==> config.mk <==
export PLATFORM = sky130hd
export DESIGN_NAME = bus_arbiter_2m
export DESIGN_NICKNAME = d
export VERILOG_FILES = /design/src/rtl/bus_arbiter_2m.sv
export SDC_FILE = /design/constraint.sdc
export NUM_CORES = 1
export LEC_CHECK = 0
export ABC_AREA = 1
export CAP_MARGIN = 20
export CORE_AREA = 2 2 132 134
export DETAILED_ROUTE_END_ITERATION = 12
export DIE_AREA = 0 0 134 136
export GPL_TIMING_DRIVEN = 0
export PLACE_DENSITY_LB_ADDON = 0.2
export SETUP_SLACK_MARGIN = 0.1
export SLEW_MARGIN = 15
export SYNTH_ARGS = -nofsm -noshare
export SYNTH_HDL_FRONTEND = slang
export SYNTH_SLANG_ARGS = --single-unit
==> constraint.sdc <==
create_clock -name clk -period 3.5 [get_ports clk]
set_input_delay 0.875 -clock clk [delete_from_list [all_inputs] [get_ports clk]]
set_output_delay 0.875 -clock clk [all_outputs]
set_load 0.05 [all_outputs]
==> src/rtl/bus_arbiter_2m.sv <==
`default_nettype none
// ============================================================================
//  Module   : bus_arbiter_2m
//  Purpose  : Two-master / one-slave round-robin arbiter for the native
//             valid/ready memory bus. Slave-side outputs are registered. After
//             each transaction the slave valid is held low for one cycle so
//             single-shot slaves re-arm. A per-transaction watchdog completes
//             unanswered accesses with a fixed read value and an error pulse.
//  Ports    : clk, resetn            - clock / async active-low reset
//             m0_* / m1_*            - master request (valid, addr, wdata,
//                                      wstrb) and completion (ready, rdata)
//             s_*                    - slave request / completion
//             timeout_o              - one-cycle pulse on watchdog completion
//             err_addr_o             - address of last timed-out access
//  Revision : 1.0 - initial release
// ============================================================================
module bus_arbiter_2m #(
    parameter int unsigned TIMEOUT_CYCLES = 64,
    parameter logic [31:0] TIMEOUT_RDATA  = 32'hDEAD_BEEF
) (
    input  logic        clk,
    input  logic        resetn,
    input  logic        m0_valid_i,
    output logic        m0_ready_o,
    input  logic [31:0] m0_addr_i,
    input  logic [31:0] m0_wdata_i,
    input  logic [3:0]  m0_wstrb_i,
    output logic [31:0] m0_rdata_o,
    input  logic        m1_valid_i,
    output logic        m1_ready_o,
    input  logic [31:0] m1_addr_i,
    input  logic [31:0] m1_wdata_i,
    input  logic [3:0]  m1_wstrb_i,
    output logic [31:0] m1_rdata_o,
    output logic        s_valid_o,
    input  logic        s_ready_i,
    output logic [31:0] s_addr_o,
    output logic [31:0] s_wdata_o,
    output logic [3:0]  s_wstrb_o,
    input  logic [31:0] s_rdata_i,
    output logic        timeout_o,
    output logic [31:0] err_addr_o
);

    localparam int unsigned CNT_W = (TIMEOUT_CYCLES > 2) ? $clog2(TIMEOUT_CYCLES) : 1;
    localparam logic [CNT_W-1:0] CNT_LAST = CNT_W'(TIMEOUT_CYCLES - 1);

    typedef enum logic [1:0] {
        ST_IDLE    = 2'd0,
        ST_GRANT   = 2'd1,
        ST_RELEASE = 2'd2
    } state_t;

    state_t           state_q, state_d;
    logic             gnt_q, gnt_d;       // master currently owning the slave
    logic             last_q, last_d;     // master served most recently
    logic [CNT_W-1:0] cnt_q, cnt_d;
    logic             s_valid_q, s_valid_d;
    logic [31:0]      s_addr_q, s_addr_d;
    logic [31:0]      s_wdata_q, s_wdata_d;
    logic [3:0]       s_wstrb_q, s_wstrb_d;
    logic             m0_ready_q, m0_ready_d;
    logic [31:0]      m0_rdata_q, m0_rdata_d;
    logic             m1_ready_q, m1_ready_d;
    logic [31:0]      m1_rdata_q, m1_rdata_d;
    logic             timeout_q, timeout_d;
    logic [31:0]      err_addr_q, err_addr_d;

    logic             pick;               // winner of the IDLE-state arbitration
    logic             cpl;                // transaction completes this cycle
    logic [31:0]      cpl_rdata;

    always_comb begin
        state_d    = state_q;
        gnt_d      = gnt_q;
        last_d     = last_q;
        cnt_d      = cnt_q;
        s_valid_d  = s_valid_q;
        s_addr_d   = s_addr_q;
        s_wdata_d  = s_wdata_q;
        s_wstrb_d  = s_wstrb_q;
        m0_ready_d = 1'b0;
        m0_rdata_d = 32'h0;
        m1_ready_d = 1'b0;
        m1_rdata_d = 32'h0;
        timeout_d  = 1'b0;
        err_addr_d = err_addr_q;
        pick       = 1'b0;
        cpl        = 1'b0;
        cpl_rdata  = 32'h0;

        case (state_q)
            ST_IDLE: begin
                s_valid_d = 1'b0;
                if (m0_valid_i || m1_valid_i) begin
                    // On a tie the master not served last wins.
                    pick      = (m0_valid_i && m1_valid_i) ? ~last_q : m1_valid_i;
                    gnt_d     = pick;
                    s_addr_d  = pick ? m1_addr_i  : m0_addr_i;
                    s_wdata_d = pick ? m1_wdata_i : m0_wdata_i;
                    s_wstrb_d = pick ? m1_wstrb_i : m0_wstrb_i;
                    s_valid_d = 1'b1;
                    cnt_d     = '0;
                    state_d   = ST_GRANT;
                end
            end

            ST_GRANT: begin
                // A slave answer in the last watchdog cycle still counts as
                // a normal completion.
                if (s_ready_i) begin
                    cpl       = 1'b1;
                    cpl_rdata = s_rdata_i;
                end else if (cnt_q == CNT_LAST) begin
                    cpl        = 1'b1;
                    cpl_rdata  = TIMEOUT_RDATA;
                    timeout_d  = 1'b1;
                    err_addr_d = s_addr_q;
                end else begin
                    cnt_d = cnt_q + 1'b1;
                end

                if (cpl) begin
                    s_valid_d = 1'b0;
                    last_d    = gnt_q;
                    state_d   = ST_RELEASE;
                end
            end

            ST_RELEASE: begin
                // Mandatory one-cycle valid-low gap between transactions.
                s_valid_d = 1'b0;
                state_d   = ST_IDLE;
            end

            default: begin
                s_valid_d = 1'b0;
                state_d   = ST_IDLE;
            end
        endcase

        if (cpl) begin
            if (gnt_q) begin
                m1_ready_d = 1'b1;
                m1_rdata_d = cpl_rdata;
            end else begin
                m0_ready_d = 1'b1;
                m0_rdata_d = cpl_rdata;
            end
        end
    end

    always_ff @(posedge clk or negedge resetn) begin
        if (!resetn) begin
            state_q    <= ST_IDLE;
            gnt_q      <= 1'b0;
            last_q     <= 1'b1;
            cnt_q      <= '0;
            s_valid_q  <= 1'b0;
            s_addr_q   <= 32'h0;
            s_wdata_q  <= 32'h0;
            s_wstrb_q  <= 4'h0;
            m0_ready_q <= 1'b0;
            m0_rdata_q <= 32'h0;
            m1_ready_q <= 1'b0;
            m1_rdata_q <= 32'h0;
            timeout_q  <= 1'b0;
            err_addr_q <= 32'h0;
        end else begin
            state_q    <= state_d;
            gnt_q      <= gnt_d;
            last_q     <= last_d;
            cnt_q      <= cnt_d;
            s_valid_q  <= s_valid_d;
            s_addr_q   <= s_addr_d;
            s_wdata_q  <= s_wdata_d;
            s_wstrb_q  <= s_wstrb_d;
            m0_ready_q <= m0_ready_d;
            m0_rdata_q <= m0_rdata_d;
            m1_ready_q <= m1_ready_d;
            m1_rdata_q <= m1_rdata_d;
            timeout_q  <= timeout_d;
            err_addr_q <= err_addr_d;
        end
    end

    assign s_valid_o  = s_valid_q;
    assign s_addr_o   = s_addr_q;
    assign s_wdata_o  = s_wdata_q;
    assign s_wstrb_o  = s_wstrb_q;
    assign m0_ready_o = m0_ready_q;
    assign m0_rdata_o = m0_rdata_q;
    assign m1_ready_o = m1_ready_q;
    assign m1_rdata_o = m1_rdata_q;
    assign timeout_o  = timeout_q;
    assign err_addr_o = err_addr_q;

endmodule
`default_nettype wire

# == Word level (Yosys, flattened, before mapping) ==
# Cells that the tools add are included.
# totals
register_bits,178
in_bits,173
out_inout_bits,168
word_cells,63
# op_classes
add_sub_neg,1
eq_ne,6
n_mux,31
bitwise_logic,2
reduce_logical,9
# op_table
cell,n
2-to-1 mux 32 bit,9
2-to-1 mux 6 bit,3
2-to-1 mux 1 bit,13
one-hot mux 6 bit (2 select lines),1
"inequality test 2 bit, second input constant",4
"adder 6 x 1 -> 6 bit, second input constant",1
"equality test 6 bit, second input constant",1
AND reduction 2 bit,3
2-to-1 mux 2 bit,2
2-to-1 mux 4 bit,1
one-hot mux 2 bit (2 select lines),1
AND reduction 4 bit,1
AND reduction 3 bit,1
"equality test 2 x 1 -> 1 bit, second input constant",1
logical NOT 2 bit,1
inverter 1 bit,2
one-hot mux 1 bit (2 select lines),1
nonzero test 2 bit,1
logical AND 1 bit,1
logical OR 1 bit,1

# == Depth between registers and ports, before layout ==
# logic_depth
word_depth,6
ltp_mapped,8
depth_no_buf,7

# == Least setup slack after synthesis ==
# No wires, ideal clock.
# synth_timing
path_kind,input to register
from,input port m1_valid_i
to,"register s_addr_q[21], in the netlist s_addr_o[21]"
setup_ps,122
arrival_ps,1539
required_time_ps,3378
setup_slack_ps,1840
cell_stages,6
path_buffers,2
path_cell_list,o21ai_4 inv_2 buf_6 buf_6 o211ai_2 nand2_1
# synth_between
elab_chain_len,3
elab_cells_between_ends,5
cone_classes,mux: 2; reduce/logical: 3
# synth_lines
item,line,source
"start, declared",29,"input logic m1_valid_i,"
logical AND 1 bit,97,pick = (m0_valid_i && m1_valid_i) ? ~last_q : m1_valid_i;
2-to-1 mux 1 bit,97,
2-to-1 mux 32 bit,99,s_addr_d = pick ? m1_addr_i : m0_addr_i;
"end signal, assigned",175,s_addr_q <= s_addr_d;
"end, declared",59,"logic [31:0] s_addr_q, s_addr_d;"
# Parallel ways exist; a longest one is shown, timed or not.
# A chain may end at the register's enable or synchronous reset.

# == Worst setup path in the final report ==
# layout_timing
from,"register s_addr_q[0], in the netlist s_addr_o[0]"
to,output port s_addr_o[0]
# layout_lines
item,line,source
"end, declared",37,"output logic [31:0] s_addr_o,"
# No word-level cell between the ends.

==> flow_metrics.tcl <==
set metrics [dict create \
    max_freq_mhz 392 \
    wirelength_mm 22.0 \
    dp.final_hpwl_mm 16.8 \
    htreeDepth 4 \
    crit_chain "clkdlybuf4s50_1" \
    ios 341 \
    status "completed" \
    final_hold_viol_count 0 \
    synth_area_per_cell_um2 8.98 \
    viasPerCell 4.66 \
    setup_tns_ps 0 \
    pre_cts_slack_ps 929 \
    syn_nets 1000 \
    postRouteAntennaNets 0 \
    drv_cap 0 \
    timing.final.crit_period_ps 2550 \
    relSlewSlack 0.612 \
    rsz0062_at_grt "false" \
    syn2layout_area_growth_pct 58.1 \
    vias 6642 \
    critPathCaptureType "output pin" \
    dieArea_um2 18200 \
    worst_pin_slew_ps 581 \
    clk_pin_slew_worst_paths_ps 70 \
    cp.buffers_inverters 1 \
    root_buffer "clkbuf_16" \
    powerDensity_nw_per_um2 809 \
    drt_pass1_iterations 4 \
    slowest_stage "clkdlybuf4s50_1" \
    hold-worst-slack_ps 406 \
    route.detailed.drc 0 \
    worst-path-max-fanout 3 \
    path_class "register to output pin" \
    die_w_um 134 \
    rows 48 \
    tritoncts "built" \
    finalCritPeriodShare 0.729 \
    nets 1360 \
    critical-path-top-delay-family "buffers and inverters" \
    initial_utilization 0.440 \
    ys_seq_area_frac 0.601 \
    fill_cells 1324 \
    async_flop_share 1.00 \
    cts_resized 0 \
    ys.flop_type "dfrtp_1" \
    power_mw 9.49 \
    drive_above_1_share 0.0759 \
    worst_ep_arrival_time_ps 1680 \
    fin_skew_ps 13.9 \
    die_h_um 136 \
    wire_per_inst_um 15.4 \
    antenna_found_initial 0 \
    grt_start_max_net_pins 107 \
    worst-endpoint-required_ps 2620 \
    synth.distinct_cells 27 \
    antenna_cells 0 \
    drv_slew 0 \
    grt_pass1_vias 6548 \
    gp_congestion 0.826 \
    setup_violations 0 \
    cts_setup_buffers 0 \
    globalRoute.totalOverflow 0 \
    synth_edf_count 0 \
    place_inst 1392 \
    clock_path_buffers 2 \
    stdcell_count 1424 \
    synth_area_um2 7420 \
    clk_latency_ps 420 \
    grt_usage 0.244 \
    min_path_type "primary input to async pin" \
    cts_buffers 17 \
    grt_first_pass_wirelength_mm 34.2 \
    cts.sinks 178 \
    core-area_um2 16900 \
    slowest_delay_ps 860 \
    fin_ws_ps 949 \
    portBuffers 340 \
    fin_area_um2 11700 \
    ys_ff_latch 178 \
    p_leak_nw 5.87 \
    dpl_cell_area_um2 11100 \
    synth_cells 826 \
    cts_hold_buf 0 \
    ir_worst_vdd_mv 0.634 \
    drt_iter0_markers 383 \
    start_kind "register" \
    fin_util 0.695 \
    ys_warn_count 0 \
]
## routing by layer
metal / track usage / vias to the layer above / part of all wire
li1: - / 3266 / -
met2: 0.423 / 271 / 0.51
met3: 0.0716 / 33 / 0.078
met5: 0 / - / 0
met1: 0.286 / 3072 / 0.39
met4: 0.0934 / 0 / 0.027
## power by group
part / leakage (nW) / switching (mW) / internal, mW / total [mW]
Sequential: 2.33 / 0.342 / 2.62 / 2.96
Combinational: 3.25 / 3.14 / 1.49 / 4.63
Clock: 0.283 / 0.810 / 1.08 / 1.89
## cells by family (layout without fill, tap and decap cells)
group                      after synthesis  in the layout  share of synthesized area
AOI/OAI and AO/OA                       73             73                     0.0827
DFF                                    178            178                      0.601
buffers and inverters                  126            499                     0.0768
and+or+nand+nor                        447            447                      0.237
adders and majority gates                1              1                    0.00169
xor gates and xnor gates                 1              1                    0.00118
## cells in the final DEF, fill, tap and decap left out, types with 3 or more instances in the layout
cell,netlist,routed
o211ai_1,58,58
buf_6,9,9
clkbuf_16,0,17
clkinv_2,1,3
nor2_1,94,94
nand2_1,339,339
dfrtp_1,177,177
o211ai_2,10,10
clkinvlp_4,0,3
clkdlybuf4s50_1,0,339
inv_6,0,5
nand3_1,4,4
clkbuf_1,11,12
inv_1,78,78
buf_2,22,22
inv_2,4,4
## sequential cells by signal, indices dropped and copies added (netlist names)
name / count
m1_rdata_o: 32
gnt_q: 1
s_wdata_o: 32
s_valid_o: 1
m0_ready_o: 1
err_addr_o: 32
timeout_o: 1
s_wstrb_o: 4
state_q: 2
last_q: 1
s_addr_o: 32
cnt_q: 6
m0_rdata_o: 32
m1_ready_o: 1
## synthesized netlist by cell type, types with 2 or more instances
library cell | number | area, um^2
buf_2 | 22 | 110
buf_6 | 9 | 101
clkbuf_1 | 11 | 41.3
dfrtp_1 | 177 | 4430
inv_1 | 78 | 293
inv_2 | 4 | 15.0
nand2_1 | 339 | 1270
nand3_1 | 4 | 20.0
nand3_2 | 2 | 20.0
nand3_4 | 2 | 35.0
nor2_1 | 94 | 353
nor2_2 | 2 | 12.5
o211ai_1 | 58 | 435
o211ai_2 | 10 | 125
o21ai_0 | 2 | 10.0
## path summary, 6_finish.rpt
kind / start / endpoint / slack (ps) / depth (start not counted)
max in group asynchronous: resetn / last_q / 2200 / 2
min reg2reg: last_q / last_q / 460 / 2
min in group clk: last_q / last_q / 460 / 2
max: s_addr_o[0] / s_addr_o[0] / 950 / 1
max reg2reg: last_q / s_wdata_o[27] / 1850 / 6
min: resetn / err_addr_o[14] / 410 / 1
## final cells by class
class                      count  area (um^2)  area share
tap                          225          282      0.0240
sequential                   178         4460       0.380
multi-input combinational    522         2390       0.204
clock buffer                  19          443      0.0378
timing repair buffer         341         3440       0.293
inverter                      84          317      0.0270
clock inverter                13          148      0.0126
buffer                        42          253      0.0216
Note: power is estimated with default switching activity, not from simulation.
